===== src/rtl/mips32_mem_arbiter_if.sv =====
// Pipeline-to-memory bus bundle for the unified memory arbiter.
// Carries the instruction-fetch port, the data port, the halt qualifier and
// the single-port memory array connection.
//   slave  : arbiter view (takes requests and read data, drives grants and memory)
//   master : pipeline/memory view (drives requests and read data, takes grants)
interface mips32_mem_arbiter_if #(
    parameter int unsigned AW = 10,
    parameter int unsigned DW = 32
);
    // pipeline control
    logic          halt;

    // instruction fetch port
    logic          if_req;
    logic [AW-1:0] if_addr;
    logic          if_gnt;
    logic          if_rvalid;
    logic [DW-1:0] if_rdata;

    // data port
    logic          dm_req;
    logic          dm_we;
    logic [AW-1:0] dm_addr;
    logic [DW-1:0] dm_wdata;
    logic          dm_gnt;
    logic          dm_rvalid;
    logic [DW-1:0] dm_rdata;

    // memory array side
    logic          mem_en;
    logic          mem_we;
    logic [AW-1:0] mem_addr;
    logic [DW-1:0] mem_wdata;
    logic [DW-1:0] mem_rdata;

    modport slave (
        input  halt,
        input  if_req, if_addr,
        output if_gnt, if_rvalid, if_rdata,
        input  dm_req, dm_we, dm_addr, dm_wdata,
        output dm_gnt, dm_rvalid, dm_rdata,
        output mem_en, mem_we, mem_addr, mem_wdata,
        input  mem_rdata
    );

    modport master (
        output halt,
        output if_req, if_addr,
        input  if_gnt, if_rvalid, if_rdata,
        output dm_req, dm_we, dm_addr, dm_wdata,
        input  dm_gnt, dm_rvalid, dm_rdata,
        input  mem_en, mem_we, mem_addr, mem_wdata,
        output mem_rdata
    );
endinterface


===== src/rtl/mips32_mem_arbiter.sv =====
// Single-port unified memory arbiter between instruction fetch and data access.
// Data access wins by default; a starvation counter forces an IF grant after
// STARVE_MAX consecutive denied IF cycles. Halt removes IF eligibility.
// Ports:
//   clk          rising-edge clock
//   rst          asynchronous active-high reset
//   bus          fetch/data/memory bundle (slave modport)
//   conflict_cnt saturating count of cycles where both requesters were eligible
module mips32_mem_arbiter #(
    parameter int unsigned AW         = 10,
    parameter int unsigned DW         = 32,
    parameter int unsigned STARVE_MAX = 3
) (
    input  logic                clk,
    input  logic                rst,
    mips32_mem_arbiter_if.slave bus,
    output logic [15:0]         conflict_cnt
);
    localparam int unsigned SW = 4;
    localparam int unsigned CW = 16;
    localparam logic [SW-1:0] STARVE_LIM = SW'(STARVE_MAX);
    localparam logic [CW-1:0] CNT_MAX    = '1;

    logic          if_elig_c;
    logic          dm_elig_c;
    logic          if_gnt_c;
    logic          dm_gnt_c;
    logic          mem_en_c;
    logic          mem_we_c;
    logic [AW-1:0] mem_addr_c;
    logic [DW-1:0] mem_wdata_c;
    logic [SW-1:0] starve_cnt;
    logic [SW-1:0] starve_nxt_c;
    logic [CW-1:0] conflict_q;
    logic          rd_if;
    logic          rd_dm;

    // Eligibility and priority decision; grants are suppressed while in reset.
    always_comb begin
        if_elig_c = bus.if_req & ~bus.halt;
        dm_elig_c = bus.dm_req;
        if_gnt_c  = 1'b0;
        dm_gnt_c  = 1'b0;
        if (!rst) begin
            if (if_elig_c && (starve_cnt == STARVE_LIM)) begin
                if_gnt_c = 1'b1;
            end else if (dm_elig_c) begin
                dm_gnt_c = 1'b1;
            end else if (if_elig_c) begin
                if_gnt_c = 1'b1;
            end
        end
    end

    // Memory port mux; unused fields are driven 0 when idle.
    always_comb begin
        mem_en_c    = 1'b0;
        mem_we_c    = 1'b0;
        mem_addr_c  = '0;
        mem_wdata_c = '0;
        if (if_gnt_c) begin
            mem_en_c   = 1'b1;
            mem_addr_c = bus.if_addr;
        end else if (dm_gnt_c) begin
            mem_en_c    = 1'b1;
            mem_we_c    = bus.dm_we;
            mem_addr_c  = bus.dm_addr;
            mem_wdata_c = bus.dm_wdata;
        end
    end

    // Starvation counter: counts denied eligible IF cycles, saturates at the limit.
    always_comb begin
        starve_nxt_c = starve_cnt;
        if (!if_elig_c || if_gnt_c) begin
            starve_nxt_c = '0;
        end else if (starve_cnt < STARVE_LIM) begin
            starve_nxt_c = starve_cnt + SW'(1);
        end
    end

    // State: starvation count, read owner flags, conflict counter.
    always_ff @(posedge clk or posedge rst) begin
        if (rst) begin
            starve_cnt <= '0;
            rd_if      <= 1'b0;
            rd_dm      <= 1'b0;
            conflict_q <= '0;
        end else begin
            starve_cnt <= starve_nxt_c;
            rd_if      <= if_gnt_c;
            // stores are acknowledged by the grant alone, no read return
            rd_dm      <= dm_gnt_c & ~bus.dm_we;
            if (if_elig_c && dm_elig_c && (conflict_q != CNT_MAX)) begin
                conflict_q <= conflict_q + CW'(1);
            end
        end
    end

    assign bus.if_gnt    = if_gnt_c;
    assign bus.dm_gnt    = dm_gnt_c;
    assign bus.mem_en    = mem_en_c;
    assign bus.mem_we    = mem_we_c;
    assign bus.mem_addr  = mem_addr_c;
    assign bus.mem_wdata = mem_wdata_c;

    // Read data is only exposed to the owner of the returning access.
    assign bus.if_rvalid = rd_if;
    assign bus.dm_rvalid = rd_dm;
    assign bus.if_rdata  = rd_if ? bus.mem_rdata : '0;
    assign bus.dm_rdata  = rd_dm ? bus.mem_rdata : '0;

    assign conflict_cnt  = conflict_q;
endmodule


===== src/flat_wrapper.sv =====
// flat-port wrapper written by rule: the top's interface ports become plain ports
module mips32_mem_arbiter_flat 
#(
    parameter int unsigned AW         = 10,
    parameter int unsigned DW         = 32,
    parameter int unsigned STARVE_MAX = 3
)
  (clk, rst, conflict_cnt, bus_halt, bus_if_req, bus_if_addr, bus_if_gnt, bus_if_rvalid, bus_if_rdata, bus_dm_req, bus_dm_we, bus_dm_addr, bus_dm_wdata, bus_dm_gnt, bus_dm_rvalid, bus_dm_rdata, bus_mem_en, bus_mem_we, bus_mem_addr, bus_mem_wdata, bus_mem_rdata);
  mips32_mem_arbiter_if #(.AW(AW), .DW(DW)) bus_i ();
  input  logic clk;
  input  logic rst;
  output logic [15:0] conflict_cnt;
  input wire logic [$bits(bus_i.halt)-1:0] bus_halt;
  input wire logic [$bits(bus_i.if_req)-1:0] bus_if_req;
  input wire logic [$bits(bus_i.if_addr)-1:0] bus_if_addr;
  output wire logic [$bits(bus_i.if_gnt)-1:0] bus_if_gnt;
  output wire logic [$bits(bus_i.if_rvalid)-1:0] bus_if_rvalid;
  output wire logic [$bits(bus_i.if_rdata)-1:0] bus_if_rdata;
  input wire logic [$bits(bus_i.dm_req)-1:0] bus_dm_req;
  input wire logic [$bits(bus_i.dm_we)-1:0] bus_dm_we;
  input wire logic [$bits(bus_i.dm_addr)-1:0] bus_dm_addr;
  input wire logic [$bits(bus_i.dm_wdata)-1:0] bus_dm_wdata;
  output wire logic [$bits(bus_i.dm_gnt)-1:0] bus_dm_gnt;
  output wire logic [$bits(bus_i.dm_rvalid)-1:0] bus_dm_rvalid;
  output wire logic [$bits(bus_i.dm_rdata)-1:0] bus_dm_rdata;
  output wire logic [$bits(bus_i.mem_en)-1:0] bus_mem_en;
  output wire logic [$bits(bus_i.mem_we)-1:0] bus_mem_we;
  output wire logic [$bits(bus_i.mem_addr)-1:0] bus_mem_addr;
  output wire logic [$bits(bus_i.mem_wdata)-1:0] bus_mem_wdata;
  input wire logic [$bits(bus_i.mem_rdata)-1:0] bus_mem_rdata;
  assign bus_i.halt = bus_halt;
  assign bus_i.if_req = bus_if_req;
  assign bus_i.if_addr = bus_if_addr;
  assign bus_if_gnt = bus_i.if_gnt;
  assign bus_if_rvalid = bus_i.if_rvalid;
  assign bus_if_rdata = bus_i.if_rdata;
  assign bus_i.dm_req = bus_dm_req;
  assign bus_i.dm_we = bus_dm_we;
  assign bus_i.dm_addr = bus_dm_addr;
  assign bus_i.dm_wdata = bus_dm_wdata;
  assign bus_dm_gnt = bus_i.dm_gnt;
  assign bus_dm_rvalid = bus_i.dm_rvalid;
  assign bus_dm_rdata = bus_i.dm_rdata;
  assign bus_mem_en = bus_i.mem_en;
  assign bus_mem_we = bus_i.mem_we;
  assign bus_mem_addr = bus_i.mem_addr;
  assign bus_mem_wdata = bus_i.mem_wdata;
  assign bus_i.mem_rdata = bus_mem_rdata;
  mips32_mem_arbiter #(.AW(AW), .DW(DW), .STARVE_MAX(STARVE_MAX)) u_core (.clk(clk), .rst(rst), .bus(bus_i), .conflict_cnt(conflict_cnt));
endmodule

===== config.mk =====
export PLATFORM = sky130hd
export DESIGN_NAME = mips32_mem_arbiter_flat
export DESIGN_NICKNAME = d
export VERILOG_FILES = /design/src/rtl/mips32_mem_arbiter_if.sv /design/src/rtl/mips32_mem_arbiter.sv /design/src/flat_wrapper.sv
export SDC_FILE = /design/constraint.sdc
export NUM_CORES = 1
export LEC_CHECK = 0
export BUFFER_PORTS_ARGS = -buffer_cell sky130_fd_sc_hd__buf_4
export CELL_PAD_IN_SITES_DETAIL_PLACEMENT = 0
export CELL_PAD_IN_SITES_GLOBAL_PLACEMENT = 1
export CORE_MARGIN = 2
export CORE_UTILIZATION = 23
export CTS_CLUSTER_DIAMETER = 100
export CTS_CLUSTER_SIZE = 12
export DETAILED_ROUTE_END_ITERATION = 12
export HOLD_SLACK_MARGIN = 0.12
export PLACE_DENSITY_LB_ADDON = 0.15
export SLEW_MARGIN = 0
export SYNTH_ARGS = -nofsm -noshare
export SYNTH_HDL_FRONTEND = slang
export SYNTH_SLANG_ARGS = --single-unit

===== constraint.sdc =====
create_clock -name clk -period 2.8 [get_ports clk]
set_input_delay 0.28 -clock clk [delete_from_list [all_inputs] [get_ports clk]]
set_output_delay 0.28 -clock clk [all_outputs]
set_load 0.005 [all_outputs]

==> flow_summary.ini <==
[route]
dr.first_iter.drc_count = 66
firstDrtPassIters = 4
viasPerCell = 4.37
wl_mm = 7.92
drcViolationCount = 0
wire_per_inst_um = 15.0
via_count = 2318
ant_nets = 0

[power_and_ir_drop]
vdd.ir_drop.worst_uv = 326
switching_power_mw = 0.303
power_density_nw_per_um2 = 277
intPower_mw = 0.703
clkPwrFrac = 0.189
leakagePower_nw = 2.00
pwr-share-seq = 0.427
swShare = 0.301
pwr-share-comb = 0.384

[setup_path]
critPathMostFrequentCell = buf_4
cp_max_fo = 29
max_stage_delay_ps = 550
path_delay_family = compound AO/OA/AOI/OAI gates
worst_ep_required_time_ps = 2520
critPathLaunchType = register
path_class = reg -> out
slowest_stage = o311a_2
end_kind = primary output
cp_num_buf_inv = 2
critPathArrivalTime_ps = 2250
crit_chain = ha_1 -> or3b_1 -> o311a_2 -> buf_4 -> and2_1 -> buf_4

[synth]
yosysWarnings = 0
ys_seq_elements = 22
synth_most_common_cell = and2_1
synthesis.area_um2 = 1860
syn_area_per_cell_um2 = 8.63
synth_area_leader_cell = and2_1
synth_area_leaders = and2_1 33%, dfrtp_1 30%, a22o_1 4.7%, xor2_1 4.7%, nand3_1 2.1%
synthArstFlopShare = 1.00
seq_area_frac_synth = 0.296
synthFlopType = dfrtp_1
ys_types = 37
synth-edff-count = 0
netlist.area_leader.share = 0.329
netlist_top_cells_count = 98 x and2_1, 22 x dfrtp_1, 10 x a22o_1, 10 x xor2_1, 8 x nand3_1
syn_inst = 216
syn-num-nets = 308

[floorplan]
die_h_um = 94
start_util = 0.239
io_pins = 218
dieWidth_um = 94
die-area_um2 = 8840
floorplan.core_area_um2 = 7810
rows = 32

[timing]
maxSlewViolCount = 0
hold_viol = 0
clock_skew_ps = 1.49
finalSetupViolCount = 0
whs_ps = 227
rsz0062_at_grt = false
timing.final.crit_share = 0.905
max_freq_ghz = 0.395
slew_headroom = 0.473
setup_tns_ps = 0
worstMarginPinSlew_ps = 791
min_period_ps = 2530

[global_routing]
grt_overflow = 0
grt_usage = 0.162
antenna_found_initial = 0
grt_pass1_wl_mm = 11.3
grt_pass1_vias = 2121
grt_max_degree = 34

[finish]
multiInputGateArea_um2 = 1230
diodes = 0
nFillCells = 772
final_cell_area_um2 = 3630
area_growth_pct = 94.8
seqCellArea_um2 = 551
layout-drive-gt1-share = 0.549
fin_nets = 522

[cts]
post_cts_buffers = 0
tritoncts = yes
clk_pin_slew_ps = 70
cts.path.max_buffers = 2
clk_latency_ps = 250
root_buffer = clkbuf_8
cts_sinks = 22
numCtsBuffers = 3
cts_max_level = 1

[job]
drv_cap = 0

[run_status]
outcome = finished, final reports clean

[place]
place_area_um2 = 3580
gp_congestion = 0.741
dpl.hpwl_mm = 6.76
port_buffers = 217

[worst_hold_path]
hold_class = in -> reg
==> cell usage in the layout (no fill, tap or decap), types with 2 or more instances in the layout <==
| cell | n |
|---|---|
| xnor2_1 | 2 |
| a31oi_1 | 2 |
| mux2i_1 | 2 |
| dfrtp_1 | 22 |
| and2_1 | 98 |
| ha_1 | 2 |
| o21a_1 | 2 |
| nand4_1 | 4 |
| nand3_1 | 8 |
| nand2_1 | 3 |
| inv_1 | 5 |
| nor4_2 | 3 |
| clkbuf_8 | 3 |
| a22o_1 | 10 |
| xor2_1 | 10 |
| buf_4 | 220 |
| nor3_1 | 5 |
| nor3b_1 | 2 |
| nor2_1 | 7 |
==> power by group through the flow <==
stage	clock network, mW	registers [mW]	logic [mW]
after floorplan	0	0.422	0.140
after global placement	0	0.435	0.387
after detailed placement	0	0.437	0.389
after CTS	0.200	0.430	0.392
after global routing	0.210	0.441	0.426
final	0.190	0.430	0.386
==> worst reg2reg max path: stages (launching register included) <==
cell and delay (ps):
dfrtp_1 450, ha_1 370, nand3_1 280, nor4_4 430, nor2_2 100, mux2_4 300
==> cell type report <==
class | instances | area share
Inverter | 5 | 0.00517
Timing Repair Buffer | 221 | 0.458
Sequential cell | 22 | 0.152
Tap cell | 102 | 0.0352
Clock buffer | 3 | 0.0114
Multi-Input combinational cell | 177 | 0.339
==> repair_timing <==
item | CTS | global route
hold buffers | 1 | 0
endpoints found under the setup margin | 0 | 18
hold endpoints to repair | 22 | 0
resized for setup | 0 | 1
==> routing by layer <==
layer	up-vias	routed length, µm	track usage
met1	1035	3010	0.191
met5	-	0	0
met4	0	134	0.0338
met2	128	4140	0.297
met3	12	645	0.0361
li1	1143	-	-
==> path summary, 6_finish.rpt <==
kind	cells past startpoint	slack [ps]	endpoint	from
worst max-delay path	6	270	bus_mem_wdata[3]	u_core.starve_cnt[0]$_DFFE_PP0P_
worst min-delay path	2	230	u_core.bus.dm_rvalid$_DFF_PP0_	bus_dm_we
worst max register to register	5	770	u_core.conflict_cnt[1]$_DFFE_PP0P_	u_core.conflict_cnt[0]$_DFFE_PP0P_
worst min register to register	2	520	u_core.starve_cnt[2]$_DFFE_PP0P_	u_core.starve_cnt[2]$_DFFE_PP0P_
max in group asynchronous	4	1920	u_core.starve_cnt[2]$_DFFE_PP0P_	rst
min in group asynchronous	4	660	u_core.starve_cnt[3]$_DFFE_PP0P_	rst
==> registers in the layout (all words and copies together), names as in the netlist <==
name,cells
u_core.starve_cnt,4
u_core.bus.if_rvalid,1
u_core.conflict_cnt,16
u_core.bus.dm_rvalid,1
==> kinds of logic after synthesis <==
kind of cell	after synthesis	synth area share
compound gates	18	0.0819
simple gates	142	0.489
xor+xnor	12	0.0564
mux	3	0.0188
fa+ha+maj	2	0.0134
flops	22	0.296
buf+inv	17	0.0450
==> through the flow <==
step	util	power (mW)	instances	setup slack, ps
floorplan	-	0.562	216	916
global placement	0.458	0.822	526	470
detailed placement	0.458	0.825	526	412
CTS	0.465	1.02	530	119
global route	0.465	1.08	530	104
finish	0.465	1.01	530	267
Power figures use the tool's default switching activity.
